## src/rtl/tmds_rx_word_decoder_if.sv

```systemverilog
// rtl/tmds_rx_word_decoder_if.sv - serial input and decoded word outputs for one TMDS lane
// master drives the sampled bit and consumes decoded words; slave is the decoder.
interface tmds_rx_word_decoder_if;
  logic       serial_in;
  logic [7:0] data_out;
  logic       de;
  logic [1:0] ctrl;
  logic       word_valid;
  logic       locked;
  logic [3:0] slip_count;

  modport master (
    output serial_in,
    input  data_out, de, ctrl, word_valid, locked, slip_count
  );

  modport slave (
    input  serial_in,
    output data_out, de, ctrl, word_valid, locked, slip_count
  );
endinterface

```

## src/rtl/tmds_rx_word_decoder.sv

```systemverilog
// rtl/tmds_rx_word_decoder.sv - TMDS lane deserialiser with token-based word alignment and decode
// One bit per ref_clk; word boundaries found by slipping until control tokens repeat.
module tmds_rx_word_decoder #(
  parameter int LOCK_TOKENS   = 4,
  parameter int SEARCH_WINDOW = 4096
) (
  input  logic                    ref_clk,
  input  logic                    reset_n,
  tmds_rx_word_decoder_if.slave   rx
);

  localparam int WCW = (SEARCH_WINDOW > 2) ? $clog2(SEARCH_WINDOW) : 1;
  localparam int TCW = $clog2(LOCK_TOKENS + 1);
  localparam logic [WCW-1:0] WORD_LAST = WCW'(SEARCH_WINDOW - 1);
  localparam logic [TCW-1:0] TOK_LAST  = TCW'(LOCK_TOKENS - 1);

  typedef enum logic [1:0] {
    S_SEARCH  = 2'd0,
    S_CONFIRM = 2'd1,
    S_LOCKED  = 2'd2
  } state_t;

  state_t         state_q, state_d;
  logic [8:0]     sr_q, sr_d;
  logic [3:0]     phase_q, phase_d;
  logic           hold_q, hold_d;
  logic [WCW-1:0] word_cnt_q, word_cnt_d;
  logic [TCW-1:0] tok_cnt_q, tok_cnt_d;
  logic [1:0]     tok_val_q, tok_val_d;
  logic [7:0]     data_q, data_d;
  logic           de_q, de_d;
  logic [1:0]     ctrl_q, ctrl_d;
  logic           valid_q, valid_d;
  logic [3:0]     slip_q, slip_d;

  logic [9:0]     word;
  logic           capture;
  logic           is_tok;
  logic [1:0]     tok_code;
  logic           emit;

  // sr_q holds the nine most recent bits; the current bit completes the word.
  assign word    = {rx.serial_in, sr_q};
  assign capture = (phase_q == 4'd9);

  always_comb begin
    is_tok   = 1'b1;
    tok_code = 2'b00;
    case (word)
      10'b1101010100: tok_code = 2'b00;
      10'b0010101011: tok_code = 2'b01;
      10'b0101010100: tok_code = 2'b10;
      10'b1010101011: tok_code = 2'b11;
      default:        is_tok   = 1'b0;
    endcase
  end

  function automatic logic [7:0] tmds_decode(input logic [9:0] q);
    logic [7:0] d;
    logic [7:0] o;
    d    = q[9] ? ~q[7:0] : q[7:0];
    o[0] = d[0];
    for (int i = 1; i < 8; i++) begin
      o[i] = q[8] ? (d[i] ^ d[i-1]) : ~(d[i] ^ d[i-1]);
    end
    return o;
  endfunction

  always_comb begin
    state_d    = state_q;
    sr_d       = {rx.serial_in, sr_q[8:1]};
    word_cnt_d = word_cnt_q;
    tok_cnt_d  = tok_cnt_q;
    tok_val_d  = tok_val_q;
    slip_d     = slip_q;
    hold_d     = 1'b0;
    emit       = 1'b0;

    if (capture) begin
      case (state_q)
        S_SEARCH: begin
          if (is_tok) begin
            state_d   = S_CONFIRM;
            tok_cnt_d = TCW'(1);
            tok_val_d = tok_code;
          end else if (word_cnt_q == WORD_LAST) begin
            word_cnt_d = '0;
            hold_d     = 1'b1;
            slip_d     = slip_q + 4'd1;
          end else begin
            word_cnt_d = word_cnt_q + WCW'(1);
          end
        end
        S_CONFIRM: begin
          if (!is_tok) begin
            state_d    = S_SEARCH;
            word_cnt_d = '0;
          end else if (tok_code != tok_val_q) begin
            tok_cnt_d = TCW'(1);
            tok_val_d = tok_code;
          end else if (tok_cnt_q == TOK_LAST) begin
            state_d    = S_LOCKED;
            word_cnt_d = '0;
          end else begin
            tok_cnt_d = tok_cnt_q + TCW'(1);
          end
        end
        S_LOCKED: begin
          if (is_tok) begin
            word_cnt_d = '0;
            emit       = 1'b1;
          end else if (word_cnt_q == WORD_LAST) begin
            // Lock is dropped on the word itself, so it is never emitted.
            state_d    = S_SEARCH;
            word_cnt_d = '0;
          end else begin
            word_cnt_d = word_cnt_q + WCW'(1);
            emit       = 1'b1;
          end
        end
        default: begin
          state_d    = S_SEARCH;
          word_cnt_d = '0;
        end
      endcase
    end

    // A slip stalls the phase counter for one bit, delaying the next capture.
    if (hold_q) begin
      phase_d = phase_q;
    end else if (capture) begin
      phase_d = 4'd0;
    end else begin
      phase_d = phase_q + 4'd1;
    end
  end

  always_comb begin
    data_d  = data_q;
    de_d    = de_q;
    ctrl_d  = ctrl_q;
    valid_d = emit;
    if (emit) begin
      if (is_tok) begin
        de_d   = 1'b0;
        ctrl_d = tok_code;
        data_d = 8'h00;
      end else begin
        de_d   = 1'b1;
        data_d = tmds_decode(word);
      end
    end
  end

  always_ff @(posedge ref_clk or negedge reset_n) begin
    if (!reset_n) begin
      state_q    <= S_SEARCH;
      sr_q       <= '0;
      phase_q    <= '0;
      hold_q     <= 1'b0;
      word_cnt_q <= '0;
      tok_cnt_q  <= '0;
      tok_val_q  <= '0;
      data_q     <= '0;
      de_q       <= 1'b0;
      ctrl_q     <= '0;
      valid_q    <= 1'b0;
      slip_q     <= '0;
    end else begin
      state_q    <= state_d;
      sr_q       <= sr_d;
      phase_q    <= phase_d;
      hold_q     <= hold_d;
      word_cnt_q <= word_cnt_d;
      tok_cnt_q  <= tok_cnt_d;
      tok_val_q  <= tok_val_d;
      data_q     <= data_d;
      de_q       <= de_d;
      ctrl_q     <= ctrl_d;
      valid_q    <= valid_d;
      slip_q     <= slip_d;
    end
  end

  assign rx.data_out   = data_q;
  assign rx.de         = de_q;
  assign rx.ctrl       = ctrl_q;
  assign rx.word_valid = valid_q;
  assign rx.locked     = (state_q == S_LOCKED);
  assign rx.slip_count = slip_q;

endmodule

```

## src/flat_wrapper.sv

```systemverilog
// flat-port wrapper written by rule: the top's interface ports become plain ports
module tmds_rx_word_decoder_flat 
#(
  parameter int LOCK_TOKENS   = 4,
  parameter int SEARCH_WINDOW = 4096
)
  (ref_clk, reset_n, rx_serial_in, rx_data_out, rx_de, rx_ctrl, rx_word_valid, rx_locked, rx_slip_count);
  tmds_rx_word_decoder_if rx_i ();
  input  logic ref_clk;
  input  logic reset_n;
  input wire logic [$bits(rx_i.serial_in)-1:0] rx_serial_in;
  output wire logic [$bits(rx_i.data_out)-1:0] rx_data_out;
  output wire logic [$bits(rx_i.de)-1:0] rx_de;
  output wire logic [$bits(rx_i.ctrl)-1:0] rx_ctrl;
  output wire logic [$bits(rx_i.word_valid)-1:0] rx_word_valid;
  output wire logic [$bits(rx_i.locked)-1:0] rx_locked;
  output wire logic [$bits(rx_i.slip_count)-1:0] rx_slip_count;
  assign rx_i.serial_in = rx_serial_in;
  assign rx_data_out = rx_i.data_out;
  assign rx_de = rx_i.de;
  assign rx_ctrl = rx_i.ctrl;
  assign rx_word_valid = rx_i.word_valid;
  assign rx_locked = rx_i.locked;
  assign rx_slip_count = rx_i.slip_count;
  tmds_rx_word_decoder #(.LOCK_TOKENS(LOCK_TOKENS), .SEARCH_WINDOW(SEARCH_WINDOW)) u_core (.ref_clk(ref_clk), .reset_n(reset_n), .rx(rx_i));
endmodule
```

## config.mk

```make
export PLATFORM = sky130hd
export DESIGN_NAME = tmds_rx_word_decoder_flat
export DESIGN_NICKNAME = d
export VERILOG_FILES = /design/src/rtl/tmds_rx_word_decoder_if.sv /design/src/rtl/tmds_rx_word_decoder.sv /design/src/flat_wrapper.sv
export SDC_FILE = /design/constraint.sdc
export NUM_CORES = 1
export LEC_CHECK = 0
export ABC_AREA = 1
export CAP_MARGIN = 40
export CELL_PAD_IN_SITES_DETAIL_PLACEMENT = 1
export CELL_PAD_IN_SITES_GLOBAL_PLACEMENT = 2
export CORE_MARGIN = 1.5
export CORE_UTILIZATION = 38
export DETAILED_ROUTE_END_ITERATION = 10
export DONT_BUFFER_PORTS = 1
export GPL_TIMING_DRIVEN = 0
export PLACE_DENSITY = 0.85
export REMOVE_ABC_BUFFERS = 1
export SKIP_CTS_REPAIR_TIMING = 1
export SKIP_LAST_GASP = 1
export SYNTH_ARGS = -nofsm -noshare
export SYNTH_HDL_FRONTEND = slang
export SYNTH_SLANG_ARGS = --single-unit
```

## constraint.sdc

```tcl
create_clock -name ref_clk -period 2 [get_ports ref_clk]
set_input_delay 0.4 -clock ref_clk [delete_from_list [all_inputs] [get_ports ref_clk]]
set_output_delay 0.4 -clock ref_clk [all_outputs]
set_load 0.05 [all_outputs]
```

==> metrics.txt, run 1 <==
# TYPE chip_impl_metric gauge
chip_impl_info{name="path_delay_family",value="flip-flops"} 1
chip_impl_info{name="top_usage_layer",value="met2"} 1
chip_impl_metric{name="finalSetupTns",unit="ns"} 0
chip_impl_metric{name="final_layout_size_suffix_gt1_share",unit="%"} 16.2
chip_impl_metric{name="wire_length_per_cell",unit="um"} 13.5
chip_impl_metric{name="drc_errors",unit=""} 0
chip_impl_metric{name="path_clk_slew",unit="ns"} 0.10
chip_impl_info{name="cts_tree",value="yes"} 1
chip_impl_metric{name="gpl.final_weighted_congestion",unit=""} 0.799
chip_impl_metric{name="rows",unit=""} 30
chip_impl_metric{name="yosysSeqAreaShare",unit="%"} 45.0
chip_impl_metric{name="avgSynthCellArea",unit="um2"} 7.94
chip_impl_metric{name="final_max_slew_viol_count",unit=""} 0
chip_impl_metric{name="final-setup-viol-count",unit=""} 0
chip_impl_metric{name="grt_pass1_vias",unit=""} 2204
chip_impl_metric{name="grtUsageMet1",unit="%"} 24.0
chip_impl_metric{name="netlist_instances",unit=""} 343
chip_impl_metric{name="dp_hpwl",unit="mm"} 4.35
chip_impl_metric{name="number_of_top_level_design_ports",unit=""} 20
chip_impl_metric{name="coreArea",unit="um2"} 6870
chip_impl_metric{name="clock_insertion_delay_worst_skew",unit="ns"} 0.31
chip_impl_metric{name="ir_worst_vdd",unit="V"} 0.000251
chip_impl_metric{name="max_freq",unit="MHz"} 536
chip_impl_metric{name="layout.core_utilization",unit="%"} 45.0
chip_impl_metric{name="worst-endpoint-arrival",unit="ns"} 1.46
chip_impl_metric{name="worst_slew_margin_rel",unit="%"} 63.7
chip_impl_metric{name="grt_pass1_wl",unit="mm"} 10.6
chip_impl_metric{name="grtUsageMet2",unit="%"} 28.7
chip_impl_info{name="crit_slowest_cell",value="sky130_fd_sc_hd__dfrtp_2"} 1
chip_impl_metric{name="grtUsageMet3",unit="%"} 2.83
chip_impl_metric{name="grt_util_all_layers",unit="%"} 17.5
chip_impl_metric{name="timing.clock.skew",unit="ns"} 0.00696
chip_impl_metric{name="firstDrtPassIters",unit=""} 4
chip_impl_metric{name="port-buffer-count",unit=""} 0
chip_impl_metric{name="stdcell_area",unit="um2"} 3090
chip_impl_metric{name="timing.final.crit_period",unit="ns"} 1.86
chip_impl_metric{name="vias_per_cell",unit=""} 4.85
chip_impl_metric{name="clock_buffer_count_from_cts",unit=""} 5
chip_impl_metric{name="vias",unit=""} 2209
chip_impl_metric{name="die_w",unit="um"} 87.7
chip_impl_metric{name="report.final.hold_viol_count",unit=""} 0
chip_impl_metric{name="initial_core_util",unit="%"} 39.7
chip_impl_metric{name="wl",unit="mm"} 6.16
chip_impl_metric{name="powerDensity",unit="nW/um2"} 605
chip_impl_metric{name="clk_path_buf_depth",unit=""} 2
chip_impl_info{name="min_path_type",value="in2reg"} 1
chip_impl_metric{name="final.fill_count",unit=""} 870
chip_impl_metric{name="critical_path_peak_fanout",unit=""} 14
chip_impl_metric{name="critical_path.n_buffers_inverters",unit=""} 2
chip_impl_metric{name="ant_nets",unit=""} 0
chip_impl_metric{name="yosysUniqueCellTypes",unit=""} 30
chip_impl_metric{name="die_area",unit="um2"} 7690
chip_impl_metric{name="htreeDepth",unit=""} 2
chip_impl_metric{name="area.growth.synth_to_final",unit="%"} 13.3
chip_impl_info{name="setup.worst_path.class",value="reg2out"} 1
chip_impl_metric{name="detailedPlace.worstSlack",unit="ns"} -0.572
chip_impl_metric{name="standby_leakage_power",unit="nW"} 1.45
chip_impl_metric{name="maxCapViolations",unit=""} 0
chip_impl_metric{name="critical_path_required",unit="ns"} 1.60
chip_impl_metric{name="insertedDiodeCount",unit=""} 0
chip_impl_metric{name="synth.cell_area",unit="um2"} 2730
chip_impl_metric{name="placed_cell_area",unit="um2"} 2800
chip_impl_info{name="hold_startpoint",value="rx_serial_in"} 1
chip_impl_metric{name="yosysWarningCount",unit=""} 0
chip_impl_metric{name="critPathMaxStageDelay",unit="ns"} 0.57
chip_impl_metric{name="gr-total-overflow",unit=""} 0
chip_impl_metric{name="setup.reg_to_reg.worst_slack",unit="ns"} 0.14
chip_impl_info{name="ctsRootBufferMaster",value="sky130_fd_sc_hd__clkbuf_8"} 1
chip_impl_info{name="timing.critical_path.cells",value="inv_1 -> nor2_2 -> buf_4"} 1
chip_impl_info{name="status",value="finished, final reports clean"} 1
chip_impl_info{name="startpoint",value="u_core.state_q[1]"} 1
chip_impl_metric{name="height_of_the_die",unit="um"} 87.7
chip_impl_info{name="critical_path.startpoint_type",value="flip-flop"} 1
chip_impl_metric{name="worst_slack",unit="ns"} 0.135
chip_impl_metric{name="maximum_number_of_pins_on_one_net_before_global_route_repair",unit=""} 50
chip_impl_metric{name="tritoncts_sinks",unit=""} 49
chip_impl_info{name="endpoint_kind",value="primary output"} 1
chip_impl_metric{name="worst-slew-pin-transition",unit="ns"} 0.544
chip_impl_metric{name="post-route-period-util",unit="%"} 93.2
chip_impl_metric{name="ys_seq_elements",unit=""} 49
chip_impl_metric{name="detail_route.iter0.violations",unit=""} 63
chip_impl_metric{name="grt_antenna_before_repair",unit=""} 0
chip_impl_info{name="regToRegStartpoint",value="u_core.sr_q[2]"} 1
chip_impl_metric{name="fin_nets",unit=""} 365
==> path summary, 6_finish.rpt <==
kind | endpoint | depth (start not counted)
worst max-delay path | rx_locked | 3
worst min-delay path | u_core.sr_q[8] | 0
worst max register to register | u_core.rx.ctrl[0] | 12
worst min register to register | u_core.sr_q[6] | 0
max in group asynchronous | u_core.state_q[1] | 2
min in group asynchronous | u_core.rx.data_out[4] | 2
==> Yosys cell counts, drive strengths merged <==
cell type  count  area share [%]
a211oi         7             1.9
a21oi          4            0.73
buf            6             1.7
clkbuf         2            0.28
clkinv         1            0.14
dfrtp         49              45
ha             4             1.8
inv           41             5.6
nand2        111              16
nand3         34             6.6
nand3b         4             1.1
nand4          7             1.6
nor2          31             5.6
nor3           6             1.8
o21ai         13             2.4
o21bai         1            0.28
o22ai          1            0.23
xnor2          9             2.9
xor2          12             3.9
==> flip-flops by register name, indices dropped and copies added, names as in the netlist <==
name / count
u_core.hold_q: 1
u_core.phase_q: 4
u_core.rx.ctrl: 2
u_core.rx.data_out: 8
u_core.rx.de: 1
u_core.rx.slip_count: 4
u_core.rx.word_valid: 1
u_core.sr_q: 9
u_core.state_q: 2
u_core.tok_cnt_q: 3
u_core.tok_val_q: 2
u_core.word_cnt_q: 12
==> layer usage <==
layer	part of all wire (%)	routed length (um)
met1	49	3000
met2	47	2910
met3	2.4	149
met4	1.7	104
met5	0	0
==> area by class of cell <==
cell class	count	area [um2]	share of cell area, %
repair buffers	16	143	4.62
inverters	42	163	5.27
clock buffers	5	68.8	2.23
multi-input cells	244	1330	43.2
well taps	96	120	3.89
flip-flops and latches	49	1230	40.0
clock inverters	3	26.3	0.851
==> per-stage QoR <==
stage | power [W] | hold slack [ns] | instances
6_report | 0.00187 | 0.102 | 455
5_1_grt | 0.00195 | 0.0770 | 455
4_1_cts | 0.00186 | -0.246 | 440
3_5_place_dp | 0.00122 | 0.106 | 432
3_3_place_gp | 0.00122 | 0.106 | 431
2_1_floorplan | 0.00120 | 0.104 | 335
==> placed cells by master, fill, tap and decap left out, drive strengths merged, types with 2 or more instances in the layout <==
cell / netlist / layout
inv: 41 / 43
o21ai: 13 / 13
dfrtp: 49 / 49
nor3: 6 / 6
nand2: 111 / 111
clkinvlp: 0 / 2
xnor2: 9 / 9
buf: 6 / 15
ha: 4 / 4
nor2: 31 / 31
nand3: 34 / 34
a211oi: 7 / 7
nand3b: 4 / 4
a21oi: 4 / 4
xor2: 12 / 12
clkbuf: 2 / 5
nand4: 7 / 7
==> report_power, final <==
group | switching, W | total, W | internal [W]
registers | 0.000114 | 0.00114 | 0.00102
clock network | 0.000370 | 0.000625 | 0.000255
logic | 0.0000604 | 0.000104 | 0.0000439
==> cells by family (layout without fill, tap and decap cells) <==
logic type / Yosys count / after routing / synth area share [%]
AND/OR/NAND/NOR: 193 / 193 / 33.1
buffers and inverters: 50 / 66 / 7.81
flip-flops: 49 / 49 / 45.0
AO/OA/AOI/OAI: 26 / 26 / 5.56
XOR/XNOR: 21 / 21 / 6.75
adder cells (fa/ha/maj): 4 / 4 / 1.84
Note: power is estimated with default switching activity, not from simulation.
==> run 2, diff against run 1 <==
- ABC_AREA: 1 -> unset
- CORE_UTILIZATION: 38 -> 41
- PLACE_DENSITY: 0.85 -> 0.84
- SLEW_MARGIN: unset -> 20
==> run 2 against run 1 <==
The run now ends with negative setup slack left. Clock skew up 0.0062 ns. Sequential cell count unchanged. Global-route usage up 0.91 points. Count of clock-buffer cells in the layout unchanged. Total power down 0.52%. Largest cell class unchanged. Largest power group unchanged.
==> metrics.txt, run 2 <==
# TYPE chip_impl_metric gauge
chip_impl_info{name="status",value="complete, but fails checks"} 1
chip_impl_info{name="violations",value="negative setup slack"} 1
chip_impl_info{name="yosys-top-cells-count",value="sky130_fd_sc_hd__dfrtp_1, sky130_fd_sc_hd__nand2_1, sky130_fd_sc_hd__xnor2_1, sky130_fd_sc_hd__nand3_1, sky130_fd_sc_hd__inv_1"} 1
chip_impl_metric{name="timing.clock.skew",unit="ns"} 0.0131
chip_impl_metric{name="detailedPlace.worstSlack",unit="ns"} -0.558
chip_impl_metric{name="report.final.hold_viol_count",unit=""} 0
chip_impl_metric{name="max_freq",unit="MHz"} 414
chip_impl_metric{name="post-route-period-util",unit="%"} 121
chip_impl_metric{name="tritoncts_sinks",unit=""} 49
chip_impl_metric{name="yosysUniqueCellTypes",unit=""} 54
chip_impl_metric{name="vias",unit=""} 1952
chip_impl_metric{name="worst_slack",unit="ns"} -0.418
chip_impl_metric{name="worst_r2r_path_depth",unit=""} 6
chip_impl_metric{name="synth-edff-count",unit=""} 0
chip_impl_metric{name="gr-total-overflow",unit=""} 0
chip_impl_info{name="mostFrequentLayoutCell",value="sky130_fd_sc_hd__dfrtp_1"} 1
chip_impl_info{name="post-synth-top-count-cell",value="sky130_fd_sc_hd__dfrtp_1"} 1
chip_impl_metric{name="detail_route.iter0.violations",unit=""} 84
chip_impl_metric{name="grt_pass1_vias",unit=""} 1935
chip_impl_metric{name="timing.final.crit_period",unit="ns"} 2.42
chip_impl_metric{name="initial_core_util",unit="%"} 42.5
chip_impl_metric{name="standby_leakage_power",unit="nW"} 1.33
chip_impl_metric{name="maxCapViolations",unit=""} 0
chip_impl_metric{name="critical_path_peak_fanout",unit=""} 7
chip_impl_metric{name="final_layout_size_suffix_gt1_share",unit="%"} 25.2
chip_impl_metric{name="wire_length_per_cell",unit="um"} 18.3
chip_impl_info{name="ctsRootBufferMaster",value="sky130_fd_sc_hd__clkbuf_8"} 1
chip_impl_metric{name="firstDrtPassIters",unit=""} 4
chip_impl_metric{name="area.growth.synth_to_final",unit="%"} 20.4
chip_impl_info{name="final_cell_mix",value="sky130_fd_sc_hd__dfrtp_1, sky130_fd_sc_hd__nand2_1, sky130_fd_sc_hd__buf_4"} 1
chip_impl_metric{name="powerDensity",unit="nW/um2"} 610
chip_impl_info{name="synth_flop_cell",value="sky130_fd_sc_hd__dfrtp_1"} 1
chip_impl_metric{name="total_power",unit="W"} 0.00186
chip_impl_metric{name="grt_pass1_wl",unit="mm"} 9.38
chip_impl_metric{name="final-setup-viol-count",unit=""} 29
chip_impl_metric{name="synth.cell_area",unit="um2"} 2530
chip_impl_info{name="critical_path.startpoint_type",value="flip-flop"} 1
chip_impl_info{name="cts_tree",value="yes"} 1
chip_impl_metric{name="wl",unit="mm"} 6.24
chip_impl_info{name="setup.worst_path.class",value="reg2reg"} 1
chip_impl_metric{name="placed_cell_area",unit="um2"} 2570
chip_impl_info{name="min_path_type",value="in2reg"} 1
chip_impl_metric{name="min_path_cells",unit=""} 0
chip_impl_metric{name="grt_antenna_before_repair",unit=""} 0
chip_impl_metric{name="yosysSeqAreaShare",unit="%"} 48.5
chip_impl_metric{name="gpl.final_weighted_congestion",unit=""} 0.778
chip_impl_metric{name="hold_ws",unit="ns"} 0.0974
chip_impl_metric{name="final_max_slew_viol_count",unit=""} 0
chip_impl_metric{name="netlist_instances",unit=""} 243
chip_impl_info{name="registers.top_by_ff_count",value="u_core.word_cnt_q"} 1
chip_impl_metric{name="final.fill_count",unit=""} 662
chip_impl_metric{name="height_of_the_die",unit="um"} 81.6
chip_impl_info{name="netlist.top_cell.by_area",value="sky130_fd_sc_hd__dfrtp_1"} 1
chip_impl_metric{name="synth_top_area_share",unit="%"} 48.5
chip_impl_info{name="synthTopCellsByArea",value="sky130_fd_sc_hd__dfrtp_1, sky130_fd_sc_hd__xnor2_1, sky130_fd_sc_hd__nand2_1, sky130_fd_sc_hd__nand3_1, sky130_fd_sc_hd__o31ai_1"} 1
chip_impl_metric{name="drc_errors",unit=""} 0
chip_impl_metric{name="worst-slew-pin-transition",unit="ns"} 0.595
chip_impl_metric{name="async_sr_flop_fraction",unit="%"} 100
chip_impl_metric{name="coreArea",unit="um2"} 5960
chip_impl_metric{name="rows",unit=""} 28
chip_impl_metric{name="yosysWarningCount",unit=""} 0
chip_impl_metric{name="die_w",unit="um"} 81.6
chip_impl_metric{name="maximum_number_of_pins_on_one_net_before_global_route_repair",unit=""} 50
chip_impl_metric{name="insertedDiodeCount",unit=""} 0
chip_impl_metric{name="ant_nets",unit=""} 0
chip_impl_metric{name="port-buffer-count",unit=""} 0
chip_impl_metric{name="die_area",unit="um2"} 6650
chip_impl_metric{name="path_clk_slew",unit="ns"} 0.11
chip_impl_metric{name="grt_util_all_layers",unit="%"} 18.4
chip_impl_metric{name="ir_worst_vdd",unit="V"} 0.000297
chip_impl_metric{name="largest_register_ffs",unit=""} 12
chip_impl_metric{name="critical_path_required",unit="ns"} 2.22
chip_impl_metric{name="htreeDepth",unit=""} 2
chip_impl_info{name="grt_setup_unrepaired",value="yes"} 1
chip_impl_metric{name="dp_hpwl",unit="mm"} 3.81
chip_impl_metric{name="stdcell_area",unit="um2"} 3050
chip_impl_metric{name="clk_path_buf_depth",unit=""} 2
chip_impl_info{name="endpoint_kind",value="flip-flop"} 1
chip_impl_metric{name="number_of_top_level_design_ports",unit=""} 20
chip_impl_metric{name="ys_seq_elements",unit=""} 49
chip_impl_metric{name="clock_buffer_count_from_cts",unit=""} 5
chip_impl_metric{name="worst_slew_margin_rel",unit="%"} 60.4
chip_impl_metric{name="vias_per_cell",unit=""} 5.72
chip_impl_metric{name="worst-endpoint-arrival",unit="ns"} 2.64
chip_impl_metric{name="clock_insertion_delay_worst_skew",unit="ns"} 0.32
chip_impl_metric{name="fin_nets",unit=""} 272
chip_impl_metric{name="avgSynthCellArea",unit="um2"} 10.4
==> run 2: critical path, stage by stage, from the launching register on <==
cell and delay (ns):
sky130_fd_sc_hd__dfrtp_2 0.43, sky130_fd_sc_hd__or4b_4 0.57, sky130_fd_sc_hd__nor3_4 0.30, sky130_fd_sc_hd__mux2i_4 0.33, sky130_fd_sc_hd__o31ai_4 0.14, sky130_fd_sc_hd__or2b_4 0.34
sky130_fd_sc_hd__o31ai_2 0.21
==> run 2: routing by layer <==
metal | routed length, um | vias up | GRT usage [%]
met5 | 0 | - | 0
met4 | 82 | 0 | 5.17
met3 | 143 | 8 | 3.33
met2 | 3150 | 21 | 31.0
met1 | 2860 | 993 | 24.2
li1 | - | 930 | -
==> run 2: kinds of logic after synthesis <==
kind of cell,synth area share [%]
simple gates,22.6
compound gates,14.4
buf+inv,4.20
xor+xnor,6.23
flops,48.5
fa+ha+maj,1.98
mux,2.13
==> run 2: final cells by class <==
cell class | instances | area [um2] | share of cell area, %
clock buffer | 5 | 68.8 | 2.26
multi-input combinational | 174 | 1360 | 44.5
tap | 75 | 93.8 | 3.08
timing repair buffer | 22 | 204 | 6.70
sequential | 49 | 1230 | 40.3
inverter | 13 | 48.8 | 1.60
clock inverter | 3 | 46.3 | 1.52
==> run 2: power breakdown <==
group	internal (W)	switching [W]	total [W]	leakage [nW]
Clock	0.000375	0.000368	0.000743	0.0543
Combinational	0.0000441	0.0000539	0.0000980	0.643
Sequential	0.00100	0.0000156	0.00102	0.633
Total	0.00142	0.000437	0.00186	1.33
==> run 2: worst paths after layout <==
| kind | endpoint | slack, ns | startpoint |
|---|---|---|---|
| min in group asynchronous | u_core.rx.word_valid | 0.59 | reset_n |
| worst max-delay path | u_core.word_cnt_q[6] | -0.42 | u_core.sr_q[1] |
| worst min-delay path | u_core.sr_q[8] | 0.1 | rx_serial_in |
| max in group asynchronous | u_core.word_cnt_q[11] | 1.17 | reset_n |
| worst min register to register | u_core.sr_q[1] | 0.46 | u_core.sr_q[2] |
| worst max register to register | u_core.word_cnt_q[6] | -0.42 | u_core.sr_q[1] |
==> run 2: stage by stage <==
| stage | cells | utilization (%) | TNS, ns |
|---|---|---|---|
| 5_1_grt | 341 | 51.1 | -9.79 |
| 2_1_floorplan | 235 | - | -2.63 |
| 3_5_place_dp | 311 | 43.2 | -14.25 |
| 3_3_place_gp | 310 | 43.1 | -13.58 |
| 6_report | 341 | 51.1 | -6.50 |
| 4_1_cts | 319 | 45.1 | -15.24 |
